==> src/rtl/fir_channel_collector.sv <==
// Collects one 8-beat Avalon-ST frame from the multichannel FIR, rescales and saturates each
// sample to 16 bits, and commits all channels to the parallel outputs together.
//
// state    | meaning
// WAIT_SOP | idle, waiting for a ch0 beat with sop
// COLLECT  | ch0..expect_ch-1 held in shadow, waiting for channel expect_ch
module fir_channel_collector #(
  parameter int IN_WIDTH = 32,
  parameter int SHIFT    = 15
) (
  input  logic                CLOCK_50,
  input  logic                reset,
  input  logic [IN_WIDTH-1:0] in_data,
  input  logic [2:0]          in_channel,
  input  logic                in_valid,
  input  logic                in_sop,
  input  logic                in_eop,
  output logic [15:0]         out_channel_1,
  output logic [15:0]         out_channel_2,
  output logic [15:0]         out_channel_3,
  output logic [15:0]         out_channel_4,
  output logic [15:0]         out_channel_5,
  output logic [15:0]         out_channel_6,
  output logic [15:0]         out_channel_7,
  output logic [15:0]         out_channel_8,
  output logic                frame_valid,
  output logic                frame_clip,
  output logic                frame_error
);

  typedef enum logic [0:0] {WAIT_SOP, COLLECT} state_t;

  state_t             state, state_nxt;
  logic [2:0]         expect_ch, expect_nxt;
  logic               clip_acc, clip_nxt;
  logic               shadow_we;
  logic [2:0]         shadow_idx;
  logic               commit;
  logic               error_nxt;
  logic [6:0][15:0]   shadow;
  logic [7:0][15:0]   out_q;

  logic signed [IN_WIDTH-1:0] shifted;
  logic [IN_WIDTH-16:0]       upper;
  logic                       sat;
  logic [15:0]                sample;
  logic                       is_start;

  // The value fits in 16 bits only when everything from bit 15 upward is a pure sign extension.
  assign shifted = $signed(in_data) >>> SHIFT;
  assign upper   = shifted[IN_WIDTH-1:15];
  assign sat     = ~((&upper) | ~(|upper));
  assign sample  = sat ? (shifted[IN_WIDTH-1] ? 16'h8000 : 16'h7fff) : shifted[15:0];

  assign is_start = in_valid & in_sop & ~in_eop & (in_channel == 3'd0);

  always_ff @(posedge CLOCK_50 or posedge reset) begin
    if (reset) state <= WAIT_SOP;
    else       state <= state_nxt;
  end

  always_comb begin
    state_nxt  = state;
    expect_nxt = expect_ch;
    clip_nxt   = clip_acc;
    shadow_we  = 1'b0;
    shadow_idx = expect_ch;
    commit     = 1'b0;
    error_nxt  = 1'b0;
    if (in_valid) begin
      case (state)
        WAIT_SOP: begin
          if (is_start) begin
            shadow_we  = 1'b1;
            shadow_idx = 3'd0;
            expect_nxt = 3'd1;
            clip_nxt   = sat;
            state_nxt  = COLLECT;
          end else begin
            error_nxt = 1'b1;
          end
        end
        COLLECT: begin
          if ((in_channel == expect_ch) && !in_sop && (expect_ch != 3'd7) && !in_eop) begin
            shadow_we  = 1'b1;
            expect_nxt = 3'(expect_ch + 3'd1);
            clip_nxt   = clip_acc | sat;
          end else if ((in_channel == expect_ch) && !in_sop && (expect_ch == 3'd7) && in_eop) begin
            commit    = 1'b1;
            clip_nxt  = 1'b0;
            state_nxt = WAIT_SOP;
          end else begin
            // A violating beat that is itself a clean frame start begins a new frame at once.
            error_nxt = 1'b1;
            if (is_start) begin
              shadow_we  = 1'b1;
              shadow_idx = 3'd0;
              expect_nxt = 3'd1;
              clip_nxt   = sat;
            end else begin
              clip_nxt  = 1'b0;
              state_nxt = WAIT_SOP;
            end
          end
        end
        default: state_nxt = WAIT_SOP;
      endcase
    end
  end

  always_ff @(posedge CLOCK_50 or posedge reset) begin
    if (reset) begin
      expect_ch   <= 3'd0;
      clip_acc    <= 1'b0;
      shadow      <= '0;
      out_q       <= '0;
      frame_valid <= 1'b0;
      frame_clip  <= 1'b0;
      frame_error <= 1'b0;
    end else begin
      expect_ch   <= expect_nxt;
      clip_acc    <= clip_nxt;
      frame_valid <= commit;
      frame_clip  <= commit & (clip_acc | sat);
      frame_error <= error_nxt;
      for (int i = 0; i < 7; i++) begin
        if (shadow_we && (shadow_idx == 3'(i))) shadow[i] <= sample;
      end
      if (commit) out_q <= {sample, shadow};
    end
  end

  assign out_channel_1 = out_q[0];
  assign out_channel_2 = out_q[1];
  assign out_channel_3 = out_q[2];
  assign out_channel_4 = out_q[3];
  assign out_channel_5 = out_q[4];
  assign out_channel_6 = out_q[5];
  assign out_channel_7 = out_q[6];
  assign out_channel_8 = out_q[7];

endmodule
==> config.mk <==
export PLATFORM = sky130hd
export DESIGN_NAME = fir_channel_collector
export DESIGN_NICKNAME = d
export VERILOG_FILES = /design/src/rtl/fir_channel_collector.sv
export SDC_FILE = /design/constraint.sdc
export NUM_CORES = 1
export LEC_CHECK = 0
export CAP_MARGIN = 20
export CORE_MARGIN = 2
export CORE_UTILIZATION = 53
export DETAILED_ROUTE_END_ITERATION = 12
export PLACE_DENSITY = 0.92
export SLEW_MARGIN = 10
export SYNTH_ARGS = -nofsm -noshare
export SYNTH_HDL_FRONTEND = slang
export SYNTH_SLANG_ARGS = --single-unit
==> constraint.sdc <==
create_clock -name CLOCK_50 -period 9.2 [get_ports CLOCK_50]
set_input_delay 1.38 -clock CLOCK_50 [delete_from_list [all_inputs] [get_ports CLOCK_50]]
set_output_delay 1.38 -clock CLOCK_50 [all_outputs]
set_load 0.1 [all_outputs]
==> results.toml, run 1 <==
[worst_setup_path]
cp.arrival_ns = 4.69
start_kind = "primary input"
cp.required_ns = 9.58
reg2reg_depth = 5
critPathMaxFanout = 57
rrSetupSlack_ns = 5.70
setup.worst_path.end_class = "flop"
critPathKind = "in -> reg"

[timing]
setup_viol = 0
fin_skew_ns = 0.0106
setup_tns_ns = 0
final.min_clock_period_ns = 4.31
max_freq_mhz = 232
fin_crit_sh = 0.469
setup_ws_ns = 4.89
tightest_slew_ns = 1.10
relSlewSlack = 0.265
maxSlewViolCount = 0
hold_viol = 0
rsz0062_at_grt = "false"

[synthesis]
synth_top_family_by_area = "multiplexers"
synth_compound_area_frac = 0.0174
synth_edf_count = 0
synth_area_sq_um = 10300
yosys.area_share.simple = 0.0233
ys_seq_elements = 248
syn-num-nets = 632
syn-instance-count = 588
synth_mux_area_frac = 0.308
synthAdderAreaFrac = 0.00488
synth_area_per_cell_sq_um = 17.4
ys_seq_area_frac = 0.605
synth_flop_cell = "dfrtp_1"
synth-xor-area-share = 0.00500
yosysUniqueCellTypes = 46
async_reset_ff_frac = 1.00
ys_warn_count = 0

[clock_network]
clockRootBuffer = "clkbuf_16"
ctsHoldBuffers = 0
cts_tree = "built"
cts_sinks = 248
clk_pin_slew_worst_paths_ns = 0.06
cts_max_level = 1
numCtsBuffers = 25
insertion_delay_ns = 0.51
clockBufferDepth = 3
cts.repair.resized = 0
post-cts-setup-buffer-count = 0

[detailed_routing]
viasPerCell = 5.28
drtAntennaViolNets = 0
drc_errors = 0
vias = 5396
post_drt_wl_per_cell_microns = 20.6
dr.pass1.iters = 4
routed_wl_microns = 21100
dr.first_iter.drc_count = 230

[placement]
port_buffers = 155
place_area_sq_um = 11800
place_ws_ns = 4.37
hpwl_microns = 13600
routabilityCongestion = 0.821

[global_routing]
grt_overflow_total = 0
grt_pass1_wl_microns = 33100
first_global_vias = 5838
grt_util_all_layers = 0.210
grt_antenna_before_repair = 0
grt_max_degree = 101

[final_layout]
area_growth_pct = 23.5
final_common_cell = "dfrtp_1"
final_area_sq_um = 12700
drive_above_1_share = 0.392
finalNetCount = 790
final_cell_mix = "dfrtp_1, clkdlybuf4s50_1, mux2_4, mux2_2, clkbuf_16"

[run_status]
outcome = "finished, final reports clean"

[floorplan]
dieArea_sq_um = 20500
initial_core_util = 0.545
io_pins = 171
fp.dieH_microns = 143
rows = 50
fp.coreArea_sq_um = 18800
die_w_microns = 143

[power_and_ir_drop]
ir_drop_v = 0.000151
p_total_mw = 2.22
p_leak_nw = 6.12
powerDensity_nw_per_um2 = 175

[min_path]
whs_path_depth = 1
hp-class = "reg -> reg"

[run]
cap_violations = 0
==> final cells by class <==
type	count	area [sq um]
Multi-Input combinational cell	305	3680
Clock buffer	35	753
Timing Repair Buffer	161	1610
Sequential cell	248	6210
Fill cell	1253	6160
Tap cell	260	325
Clock inverter	7	63.8
Antenna cell	1	2.50
Inverter	5	26.3
==> state kept, by name, summed over array words and instances (netlist names), 3 cells and up <==
name	flops
out_channel_8	16
out_channel_6	16
out_channel_1	16
out_channel_4	16
out_channel_3	16
expect_ch	3
out_channel_7	16
out_channel_5	16
out_channel_2	16
shadow	112
==> per-stage QoR <==
stage | util | std cells | hold WS, ns
floorplan | - | 588 | 0.470
global placement | 0.628 | 978 | 0.482
detailed placement | 0.628 | 978 | 0.489
CTS | 0.672 | 1020 | 0.498
global route | 0.673 | 1021 | 0.515
finish | 0.673 | 1022 | 0.500
==> path summary, 6_finish.rpt <==
kind                                      to          start
max                         out_channel_5[0]  in_channel[1]
min                        out_channel_2[12]     shadow[28]
max reg2reg                 out_channel_5[0]   expect_ch[0]
min reg2reg                out_channel_2[12]     shadow[28]
max in group asynchronous         shadow[77]          reset
min in group asynchronous   out_channel_3[0]          reset
==> cell families after synthesis <==
family | Yosys count
fa+ha+maj | 4
mux | 241
xor+xnor | 5
compound gates | 24
buf+inv | 35
simple gates | 31
flops | 248
==> cells in the mapped netlist, types with 3 or more instances <==
master / number / area (sq um)
ha_1: 4 / 50.1
mux2_4: 120 / 1800
buf_2: 5 / 25.0
mux2_2: 120 / 1350
buf_6: 7 / 78.8
nor4_1: 3 / 18.8
a21o_1: 15 / 113
buf_12: 10 / 200
dfrtp_1: 248 / 6210
nor2_1: 3 / 11.3
nand2_1: 3 / 11.3
inv_1: 5 / 18.8
clkbuf_1: 4 / 15.0
==> layer usage <==
layer  wire length (microns)  vias to the layer above  global-route usage
met4                     306                        0              0.0438
met3                    1380                       26              0.0473
li1                        -                     2405                   -
met5                       0                        -                   0
met1                    9250                     2806               0.299
met2                   10100                      159               0.334
==> worst max-delay path: stages <==
cell             delay (ns)
clkdlybuf4s50_1        0.48
xor2_1                 0.22
and4bb_4               0.38
and4_4                 0.98
buf_4                  0.85
mux2_4                 0.35
==> power breakdown <==
| group | leakage, nW | internal, mW | total, mW | switching, mW |
|---|---|---|---|---|
| Sequential | 3.44 | 1.11 | 1.12 | 0.0121 |
| Combinational | 2.26 | 0.0351 | 0.106 | 0.0712 |
| Clock | 0.412 | 0.594 | 0.993 | 0.399 |
(Power assumes the default switching activity.)
==> inputs of run 2 (changes only) <==
Settings changed: CORE_UTILIZATION 53 to 48, PLACE_DENSITY 0.92 to 0.88.
Clock period 9.2 ns to 3.8 ns, I/O delays scaled along.
==> run 2 against run 1 <==
Compared with the run above:
- critical path depth decreased by 1
- clock-buffer cell count increased by 2
- sequential power increased by 140%
- via count increased by 1.7%
==> results.toml, run 2 (same netlist as run 1, synthesis figures left out) <==
[run_status]
outcome = "finished, final reports clean"

[worst_setup_path]
cp.required_ns = 4.19
cp.arrival_ns = 3.21
cp_num_cells = 5
crit_chain = "ha_1, ha_1, nor4_1, nand4_2, mux2_2"
crit_buf_inv = 0
worst_path_max_delay_cell = "nand4_2"
start_kind = "flop"
slowest_delay_ns = 0.67
crit_path_frequent_cell = "ha_1"
cp_top_family = "simple AND/OR/NAND/NOR gates"
setup.worst_path.end_class = "flop"
endpoint = "shadow[40]"
critPathMaxFanout = 16
critPathKind = "reg -> reg"
rrSetupSlack_ns = 0.98
regToRegEndpoint = "shadow[40]"
reg2reg_depth = 5
startpoint = "expect_ch[0]"
r2r-start = "expect_ch[0]"

[floorplan]
initial_core_util = 0.488
io_pins = 171
fp.coreArea_sq_um = 21000
fp.dieH_microns = 150
rows = 53
die_w_microns = 150
dieArea_sq_um = 22600

[final_layout]
diodes = 0
drive_above_1_share = 0.398
finish.utilization = 0.612
stdcell_count = 1054
largest_reg_flops = 112
final_common_cell = "dfrtp_1"
top_register = "shadow"
area_growth_pct = 25.3
final_cell_mix = "dfrtp_1, clkdlybuf4s50_1, mux2_4, mux2_2, clkbuf_16"
finalNetCount = 806

[min_path]
hp-class = "reg -> reg"

[timing]
rsz0062_at_grt = "false"
setup_viol = 0
setup_ws_ns = 0.978
hold_viol = 0
maxSlewViolCount = 0
fin_skew_ns = 0.0130
whs_ns = 0.499
final.min_clock_period_ns = 2.82
relSlewSlack = 0.300
max_freq_mhz = 354
tightest_slew_ns = 1.05
fin_crit_sh = 0.743

[global_routing]
grt_overflow_total = 0
grt_antenna_before_repair = 1
grt_max_degree = 67
grt_pass1_wl_microns = 34500
first_global_vias = 5932
grt_util_all_layers = 0.200

[placement]
place_ws_ns = 0.581
hpwl_microns = 14700
routabilityCongestion = 0.784
dp_cells = 1009
port_buffers = 155

[power_and_ir_drop]
switching_power_mw = 1.19
power_frac_comb = 0.052
powerDensity_nw_per_um2 = 416
p_int_mw = 4.15
clock_power_share = 0.441
p_leak_nw = 6.19
ir_drop_v = 0.000333
seq_power_share = 0.507
switching_share = 0.223

[clock_network]
cts.repair.resized = 0
insertion_delay_ns = 0.52
numCtsBuffers = 25
ctsHoldBuffers = 0
post-cts-setup-buffer-count = 0
cts_tree = "built"
cts_max_level = 1
clockRootBuffer = "clkbuf_16"
cts_sinks = 248
clk_pin_slew_worst_paths_ns = 0.06
clockBufferDepth = 3

[detailed_routing]
viasPerCell = 5.20
drc_errors = 0
routed_wl_microns = 22400
post_drt_wl_per_cell_microns = 21.2
dr.first_iter.drc_count = 316
vias = 5486
dr.pass1.iters = 5
drtAntennaViolNets = 0

[run]
cap_violations = 0
==> run 2: how the worst min path moves through the flow <==
stage	start	endpoint	slack [ns]	cells past startpoint
after floorplan	clip_acc	clip_acc	0.47	2
after global placement	shadow[41]	out_channel_3[9]	0.48	1
after detailed placement	shadow[73]	out_channel_5[9]	0.49	1
after CTS	shadow[73]	out_channel_5[9]	0.50	1
after global routing	shadow[9]	out_channel_1[9]	0.52	1
final	shadow[73]	out_channel_5[9]	0.50	1
==> run 2: cell type report <==
cell class	instances	area [sq um]
multi-input combinational	305	3680
tap	275	344
clock inverter	7	66.3
sequential	248	6210
timing repair buffer	177	1820
fill	1520	8160
clock buffer	37	721
inverter	5	22.5
==> run 2: through the flow <==
step	total power, mW	TNS (ns)	area [sq um]
floorplan	2.91	-7.37	10300
global placement	3.03	0	12100
detailed placement	3.04	0	12100
CTS	5.40	0	12900
global route	5.53	0	12900
finish	5.35	0	12900
==> run 2: metal layers <==
metal	track usage	up-vias	share of wire	wire, microns
met5	0	-	0	0
met4	0.0387	0	0.016	351
met3	0.0464	29	0.060	1330
met2	0.324	153	0.48	10700
met1	0.281	2847	0.45	10000
li1	-	2457	-	-
==> run 2: power groups by stage <==
stage	logic [mW]	registers [mW]	clock network [mW]
floorplan	0.155	2.75	0
global placement	0.273	2.76	0
detailed placement	0.279	2.76	0
CTS	0.281	2.71	2.41
global route	0.303	2.72	2.51
finish	0.277	2.71	2.36
